$ cat src/rtl/oht2bin_pkg.sv
// oht2bin_pkg -- shared types and helpers for the pipelined one-hot encoder.
//   IDX_MAX       : widest internal index a group record can carry.
//   oht2bin_rec_t : per-group record {any, idx, err}. idx is sized for the
//                   worst case. Bits above a level's real index width stay 0
//                   and are removed by synthesis.
//   levels()      : number of tree levels = ceil(clog2(width)/clog2(split)).
package oht2bin_pkg;

    localparam int IDX_MAX = 32;

    typedef struct packed {
        logic               any;
        logic [IDX_MAX-1:0] idx;
        logic               err;
    } oht2bin_rec_t;

    function automatic int levels(input int width, input int split);
        int wl;
        int sl;
        wl = $clog2(width);
        sl = $clog2(split);
        // Guard the divide so a bad SPLIT reaches the top-level $error check.
        if (sl < 1) sl = 1;
        return (wl + sl - 1) / sl;
    endfunction

endpackage

$ cat src/rtl/oht2bin_base.sv
// oht2bin_base -- combinational SPLIT-to-1 group combiner.
//   child  : SPLIT child records. A child whose any=0 carries idx=0.
//   parent : merged record.
//            any = OR of child any.
//            idx = {encode(child any), OR of child idx}. The encoded part is
//                  placed above the CW bits that the children already hold.
//            err = OR of child err, or more than one child any set.
// Build macro OHT2BIN_PIPE_ERR_CHECK_EN: when it is undefined, err is forced to 0.
module oht2bin_base
    import oht2bin_pkg::*;
#(
    parameter int SPLIT = 2,
    parameter int CW    = 0   // index bits already resolved by the children
) (
    input  oht2bin_rec_t [SPLIT-1:0] child,
    output oht2bin_rec_t             parent
);

`ifdef OHT2BIN_PIPE_ERR_CHECK_EN
    logic seen;
`else
    logic [SPLIT-1:0] unused_err;
    for (genvar i = 0; i < SPLIT; i++) begin : g_unused
        assign unused_err[i] = child[i].err;
    end
`endif

    // OR-encoding: a non-one-hot group yields the OR of the set positions.
    // This is the documented behaviour when the check is disabled.
    always_comb begin
        parent = '0;
`ifdef OHT2BIN_PIPE_ERR_CHECK_EN
        seen = 1'b0;
`endif
        for (int i = 0; i < SPLIT; i++) begin
            parent.idx = parent.idx | child[i].idx;
            if (child[i].any) begin
                parent.any = 1'b1;
                parent.idx = parent.idx | (IDX_MAX'(i) << CW);
`ifdef OHT2BIN_PIPE_ERR_CHECK_EN
                if (seen) parent.err = 1'b1;
                seen = 1'b1;
`endif
            end
`ifdef OHT2BIN_PIPE_ERR_CHECK_EN
            parent.err = parent.err | child[i].err;
`endif
        end
    end

endmodule

$ cat src/rtl/oht2bin_pipe.sv
// oht2bin_pipe -- pipelined one-hot to binary encoder with valid/ready per level.
//   clk, rst      : clock, synchronous active-high reset.
//   i_vld/i_rdy   : input handshake. oht is the WIDTH-bit one-hot vector.
//                   An all-zero vector is a legal beat.
//   o_vld/o_rdy   : output handshake.
//   bin           : encoded index.
//   any           : at least one bit was set.
//   err           : more than one bit was set.
// The oht vector is zero-padded to POWER = SPLIT**LEVELS bits. It is then reduced by
// LEVELS registered levels of oht2bin_base groups.
// Build macro OHT2BIN_PIPE_ERR_CHECK_EN enables err. When it is undefined, err is
// tied to 0. The constant err flops are then removed by synthesis.
module oht2bin_pipe
    import oht2bin_pkg::*;
#(
    parameter  int WIDTH     = 32,
    parameter  int SPLIT     = 2,
    localparam int WIDTH_LOG = $clog2(WIDTH)
) (
    input  logic                 clk,
    input  logic                 rst,
    input  logic                 i_vld,
    output logic                 i_rdy,
    input  logic [WIDTH-1:0]     oht,
    output logic                 o_vld,
    input  logic                 o_rdy,
    output logic [WIDTH_LOG-1:0] bin,
    output logic                 any,
    output logic                 err
);

    localparam int SPLIT_LOG = $clog2(SPLIT);
    localparam int LEVELS    = levels(WIDTH, SPLIT);
    localparam int IDX_W     = LEVELS * SPLIT_LOG;
    localparam int POWER     = 1 << IDX_W;   // == SPLIT**LEVELS for power-of-2 SPLIT

    if (SPLIT < 2 || (SPLIT & (SPLIT - 1)) != 0) begin : g_bad_split
        $error("oht2bin_pipe: SPLIT must be a power of 2 and >= 2");
    end
    if (WIDTH < 2) begin : g_bad_width
        $error("oht2bin_pipe: WIDTH must be >= 2");
    end
    if (IDX_W > IDX_MAX) begin : g_bad_idx
        $error("oht2bin_pipe: internal index exceeds IDX_MAX");
    end

    logic [POWER-1:0] oht_pad;
    logic [LEVELS:0]  vld_pipe;   // [0] = input valid, [l+1] = level l valid
    logic [LEVELS:0]  rdy;        // [l] = level l can accept, [LEVELS] = o_rdy

    assign oht_pad     = POWER'(oht);
    assign vld_pipe[0] = i_vld;

    // A level accepts when it is empty or the level downstream takes its beat.
    always_comb begin
        rdy         = '0;
        rdy[LEVELS] = o_rdy;
        for (int l = LEVELS - 1; l >= 0; l--) begin
            rdy[l] = !vld_pipe[l+1] || rdy[l+1];
        end
    end

    assign i_rdy = rdy[0];

    for (genvar l = 0; l < LEVELS; l++) begin : lvl
        localparam int NG = POWER >> ((l + 1) * SPLIT_LOG);

        oht2bin_rec_t [NG*SPLIT-1:0] ch;
        oht2bin_rec_t [NG-1:0]       nxt;
        oht2bin_rec_t [NG-1:0]       q;
        logic                        v;

        if (l == 0) begin : g_leaf
            for (genvar i = 0; i < POWER; i++) begin : g_bit
                assign ch[i] = '{any: oht_pad[i], idx: '0, err: 1'b0};
            end
        end else begin : g_node
            assign ch = lvl[l-1].q;
        end

        for (genvar g = 0; g < NG; g++) begin : grp
            oht2bin_base #(
                .SPLIT (SPLIT),
                .CW    (l * SPLIT_LOG)
            ) u_base (
                .child  (ch[g*SPLIT +: SPLIT]),
                .parent (nxt[g])
            );
        end

        // When the level is ready, it takes the upstream valid bit. This one rule
        // covers load, drain-and-refill (v stays 1) and drain without refill (v clears).
        // Data stays unchanged on bubbles.
        always_ff @(posedge clk) begin
            if (rst) begin
                v <= 1'b0;
                q <= '0;
            end else if (rdy[l]) begin
                v <= vld_pipe[l];
                if (vld_pipe[l]) q <= nxt;
            end
        end

        assign vld_pipe[l+1] = v;
    end

    oht2bin_rec_t out_rec;
    assign out_rec = lvl[LEVELS-1].q[0];

    assign o_vld = vld_pipe[LEVELS];
    assign bin   = out_rec.idx[WIDTH_LOG-1:0];
    assign any   = out_rec.any;

`ifdef OHT2BIN_PIPE_ERR_CHECK_EN
    logic unused_rec;
    assign unused_rec = ^out_rec.idx[IDX_MAX-1:WIDTH_LOG];
    assign err        = out_rec.err;
`else
    logic unused_rec;
    assign unused_rec = ^{out_rec.idx[IDX_MAX-1:WIDTH_LOG], out_rec.err};
    assign err        = 1'b0;
`endif

endmodule

$ cat config.mk
export PLATFORM = sky130hd
export DESIGN_NAME = oht2bin_pipe
export DESIGN_NICKNAME = d
export VERILOG_FILES = /design/src/rtl/oht2bin_pkg.sv /design/src/rtl/oht2bin_base.sv /design/src/rtl/oht2bin_pipe.sv
export SDC_FILE = /design/constraint.sdc
export NUM_CORES = 1
export LEC_CHECK = 0
export CAP_MARGIN = 10
export CORE_MARGIN = 2
export CORE_UTILIZATION = 60
export CTS_BUF_LIST = sky130_fd_sc_hd__clkbuf_8 sky130_fd_sc_hd__clkbuf_16
export DETAILED_ROUTE_END_ITERATION = 16
export PLACE_DENSITY_LB_ADDON = 0.2
export SYNTH_ARGS = -nofsm -noshare
export SYNTH_HDL_FRONTEND = slang
export SYNTH_SLANG_ARGS = --single-unit
export TNS_END_PERCENT = 100
$ cat constraint.sdc
create_clock -name clk -period 2.3 [get_ports clk]
set_clock_uncertainty 0.15 [all_clocks]
set_input_delay 0.345 -clock clk [delete_from_list [all_inputs] [get_ports clk]]
set_output_delay 0.345 -clock clk [all_outputs]
set_load 0.005 [all_outputs]
; Yosys cells after proc, flatten, opt, wreduce, memory -nomap -nowiden
; Index checks and enable logic that the tools add are counted.
[word_totals]
reg_bits = 1001
latch_bits = 0
mem_bits_rw = 0
rom_bits = 0
out_inout_bits = 9
elab_cells = 159
mem_count = 0
[op_classes]
add_sub_neg = 0
multipliers = 0
div = 0
magnitude_cmp = 0
n_eq_ne = 0
n_shift = 0
muxes = 62
n_bitwise = 15
reduce_logical = 15
[op_table]
columns = cell, count
row1 = two-way mux 33 bit, 62
row2 = bitwise OR 32 bit, 15
row3 = AND reduction 2 bit, 5
row4 = zero test 1 bit, 5
row5 = logical OR 1 bit, 5

; Depth between registers and ports, before layout
[logic_depth]
word_depth = 7
depth_mapped = 6
depth_no_buf = 3

; Cells and area by module
; Synthesis repeated with hierarchy kept, for this count alone.
[hier_totals]
cells_unflattened = 7915
area_unflattened_um2 = 65524.1
[modules_own_cells]
columns = mod, n_inst, cells_each, area_each_um2, seq_area_each_um2
row1 = oht2bin_pipe, 1, 6830, 58775.1, 20639.8
row2 = oht2bin_base, 31, 35, 217.7, 0.0

; Worst setup path before layout
; No wires, ideal clock.
[synth_timing]
kind = in2reg
from = input port o_rdy
to = register lvl[0].q[101] (netlist bit)
setup_time_ns = 0.072
arrival_ns = 1.260
t_required_ns = 2.078
slack_ns = 0.818
stages = 4
cell_sequence = nand3b_2 -> o21ai_2 -> buf_4 -> mux2i_1
[synth_via]
elab_chain_cells = 6
[synth_lines]
columns = element, line_no
row1 = "start, declared", oht2bin_pipe.sv:26  ; input logic o_rdy,
row2 = logical OR 1 bit (5 in a row), oht2bin_pipe.sv:59  ; rdy[l] = !vld_pipe[l+1] || rdy[l+1];
row3 = AND reduction 2 bit (no line), --
row4 = "end signal, assigned", oht2bin_pipe.sv:100  ; if (vld_pipe[l]) q <= nxt;
row5 = "end, declared", oht2bin_pipe.sv:70  ; oht2bin_rec_t [NG-1:0] q;
; Every way passes these cells.
; A chain may end at the register's enable or synchronous reset.

; Worst setup path after layout
[layout_timing]
from = input port o_rdy
to = output port i_rdy
[layout_via]
elab_chain_cells = 5
[layout_lines]
columns = element, line_no
row1 = logical OR 1 bit (5 in a row), oht2bin_pipe.sv:59
row2 = "end, declared", oht2bin_pipe.sv:23  ; output logic i_rdy,
; Every way passes these cells.

==> impl_metrics.env <==
export IMPL_status="complete, no violations"
export IMPL_h_tree_depth=3
export IMPL_hold_path_end="lvl[0].q[103]"
export IMPL_grt_usage_pct=22.25
export IMPL_grt_pass1_vias=2882
export IMPL_synth_common_cells="93 x dfxtp_1, 73 x nand2b_1, 56 x mux2i_1"
export IMPL_critical_path_required_ns=1.80
export IMPL_antenna_found_initial=0
export IMPL_multi_input_area_um2=1908
export IMPL_clk_transition_reported_paths_ns=0.08
export IMPL_rows=29
export IMPL_yosys_warnings=0
export IMPL_p_int_uw=2586
export IMPL_p_clk_share_pct=37.3
export IMPL_setup_tns_ns=0
export IMPL_nets=477
export IMPL_synth_ff_type="dfxtp_1"
export IMPL_cts_root_buf="clkbuf_8"
export IMPL_core_um2=6350
export IMPL_fp_dieW_um=84.95
export IMPL_cap_violations=0
export IMPL_period_needed_ns=1.999
export IMPL_fmax_mhz=500.3
export IMPL_synth_area_leader_cell="dfxtp_1"
export IMPL_pwr_share_comb_pct=10.1
export IMPL_drc_errors=0
export IMPL_max_slew_worst_pin_slew_ns=0.8161
export IMPL_hpwl_um=5049
export IMPL_die_area_um2=7216
export IMPL_place_area_um2=4447
export IMPL_holdCritStartpoint="lvl[0].q[103]"
export IMPL_cts_setup_buffers=0
export IMPL_synth_edff_count=0
export IMPL_power_switching_uw=719.4
export IMPL_ir_worst_vdd_v=0.0006104
export IMPL_dp_cells=507
export IMPL_layout_cells_non_filler=522
export IMPL_cp_end_kind="primary output"
export IMPL_register_area_um2=1862
export IMPL_port_buffers=43
export IMPL_grt_max_degree=61
export IMPL_cts_max_path_buffers=2
export IMPL_reg2regPathDepth=4
export IMPL_hold_path_cell_count=2
export IMPL_post_route_period_util_pct=86.91
export IMPL_ios=45
export IMPL_yosysMostFrequentCell="dfxtp_1"
export IMPL_cp_max_fo=2
export IMPL_final_util_pct=73.67
export IMPL_startpoint="o_rdy"
export IMPL_grt_first_pass_wirelength_um=13080
export IMPL_drt_iter0_drc=136
export IMPL_cp_data_arrival_time_ns=1.50
export IMPL_drive_above_1_share_pct=6.966
export IMPL_gp_congestion=0.8105
export IMPL_crit_type="in2out"
export IMPL_power_density_nw_per_um2=706.7
export IMPL_fill_cells=463
export IMPL_cts_tree="built"
export IMPL_routed_wl_um=7474
export IMPL_syn_area_um2=3931
export IMPL_max_slew_margin_rel_pct=45.39
export IMPL_setup_viol=0
export IMPL_hold_class="reg2reg"
export IMPL_postSynthCellCount=405
export IMPL_r2r_start="lvl[2].v"
export IMPL_rsz0062_at_grt="no"
export IMPL_clk_latency_ns=0.34
export IMPL_r2r_end="lvl[2].q[1]"
export IMPL_overflow=0
export IMPL_hold_violations=0
export IMPL_syn_to_final_growth_pct=19.00
export IMPL_ys_seq_area_share_pct=47.36
export IMPL_synthArstFlopShare_pct=0
export IMPL_clock_sinks=93
export IMPL_synth_seq_cells=93
export IMPL_start_util_pct=61.91
export IMPL_leakagePower_uw=0.001865
export IMPL_syn_avg_cell_area_um2=9.707
export IMPL_ant_nets=0
export IMPL_syn_nets=441
export IMPL_avgViaCountPerCell=5.611
export IMPL_swShare_pct=21.76
export IMPL_drtPass1Iterations=4
export IMPL_synth_cell_types=28
export IMPL_post_drt_wl_per_cell_um=14.32
export IMPL_r2r_setup_slack_ns=0.46
export IMPL_dr_total_vias=2929
export IMPL_stdcell_area_um2=4678
export IMPL_cts_hold_buf=0
export IMPL_cp_start_kind="primary input"
export IMPL_die_h_um=84.95
export IMPL_n_antenna_cell=0
export IMPL_power_frac_seq_pct=52.6
export IMPL_yosys_top_cells_area="dfxtp_1 47%, mux2i_1 14%, nand2b_1 12%"
export IMPL_final_max_slew_viol_count=0
export IMPL_cts_buffers=9
export IMPL_synth_top_area_share_pct=47.36
registers in the layout, summed over array words and instances, names as in the netlist:
register  cells
any           1
lvl.v         4
bin           5
lvl.q        82
o_vld         1
layout make-up:
type	instances	area share (%)
flip-flops and latches	93	39.80
inverters	4	0.3209
well taps	77	2.059
multi-input cells	278	40.79
repair buffers	55	12.14
clock buffers	9	2.648
clock inverters	6	2.247
cells in the final DEF, fill, tap and decap left out, types with 3 or more instances in the layout:
cell / n
dfxtp_1: 93
nand2b_1: 73
mux2i_1: 56
clkdlybuf4s50_1: 41
a21oi_1: 36
o21bai_1: 32
nor2_1: 28
a211oi_1: 25
clkbuf_8: 9
nand3_1: 8
buf_4: 8
inv_1: 6
o21ai_0: 6
buf_12: 4
bufinv_16: 3
critical path, cell delays in order:
cell,delay [ns]
clkdlybuf4s50_1,0.44
nand3b_2,0.23
or2_2,0.32
dlymetal6s2s_1,0.17
how the worst max path moves through the flow:
stage / endpoint / slack, ns / cells after the start
after floorplan: lvl[0].q[101] / 0.82 / 4
after global routing: lvl[2].q[1] / 0.22 / 5
after global placement: i_rdy / 0.06 / 4
final: i_rdy / 0.30 / 4
after detailed placement: lvl[2].q[1] / -0.001 / 5
after CTS: i_rdy / 0.002 / 4
timing repair:
action	CTS	global route
gates resized for setup	0	1
endpoints found under the hold margin	0	0
endpoints found under the setup margin	0	1
per-stage QoR:
step                      hold slack, ns  worst slack (ns)  power (uW)
final                             0.3248            0.3010        3306
after floorplan                   0.2985            0.8180        1979
after global placement            0.3086           0.05869        2097
after detailed placement          0.3168         -0.001141        2110
after global routing              0.3511            0.2237        3453
after CTS                         0.3286          0.002122        3329
layer usage:
| layer | GRT usage, % | share of wire (%) |
|---|---|---|
| met1 | 27.77 | 46 |
| met2 | 38.57 | 50 |
| met3 | 6.226 | 3.1 |
| met4 | 4.618 | 0.90 |
| met5 | 0 | 0 |
logic make-up (layout without fill, tap and decap cells):
logic type	after synthesis	after routing	synth area share [%]
simple gates	116	116	16.71
mux	56	56	14.26
other cells	1	1	0.09539
buf+inv	34	74	4.201
compound gates	105	105	17.38
flops	93	93	47.36
power groups by stage:
stage               registers [uW]  clock network (uW)  logic (uW)
floorplan                     1760                   0         218
global placement              1770                   0         326
detailed placement            1770                   0         335
CTS                           1740                1250         338
global route                  1750                1330         371
finish                        1740                1230         335
(Power assumes the default switching activity.)
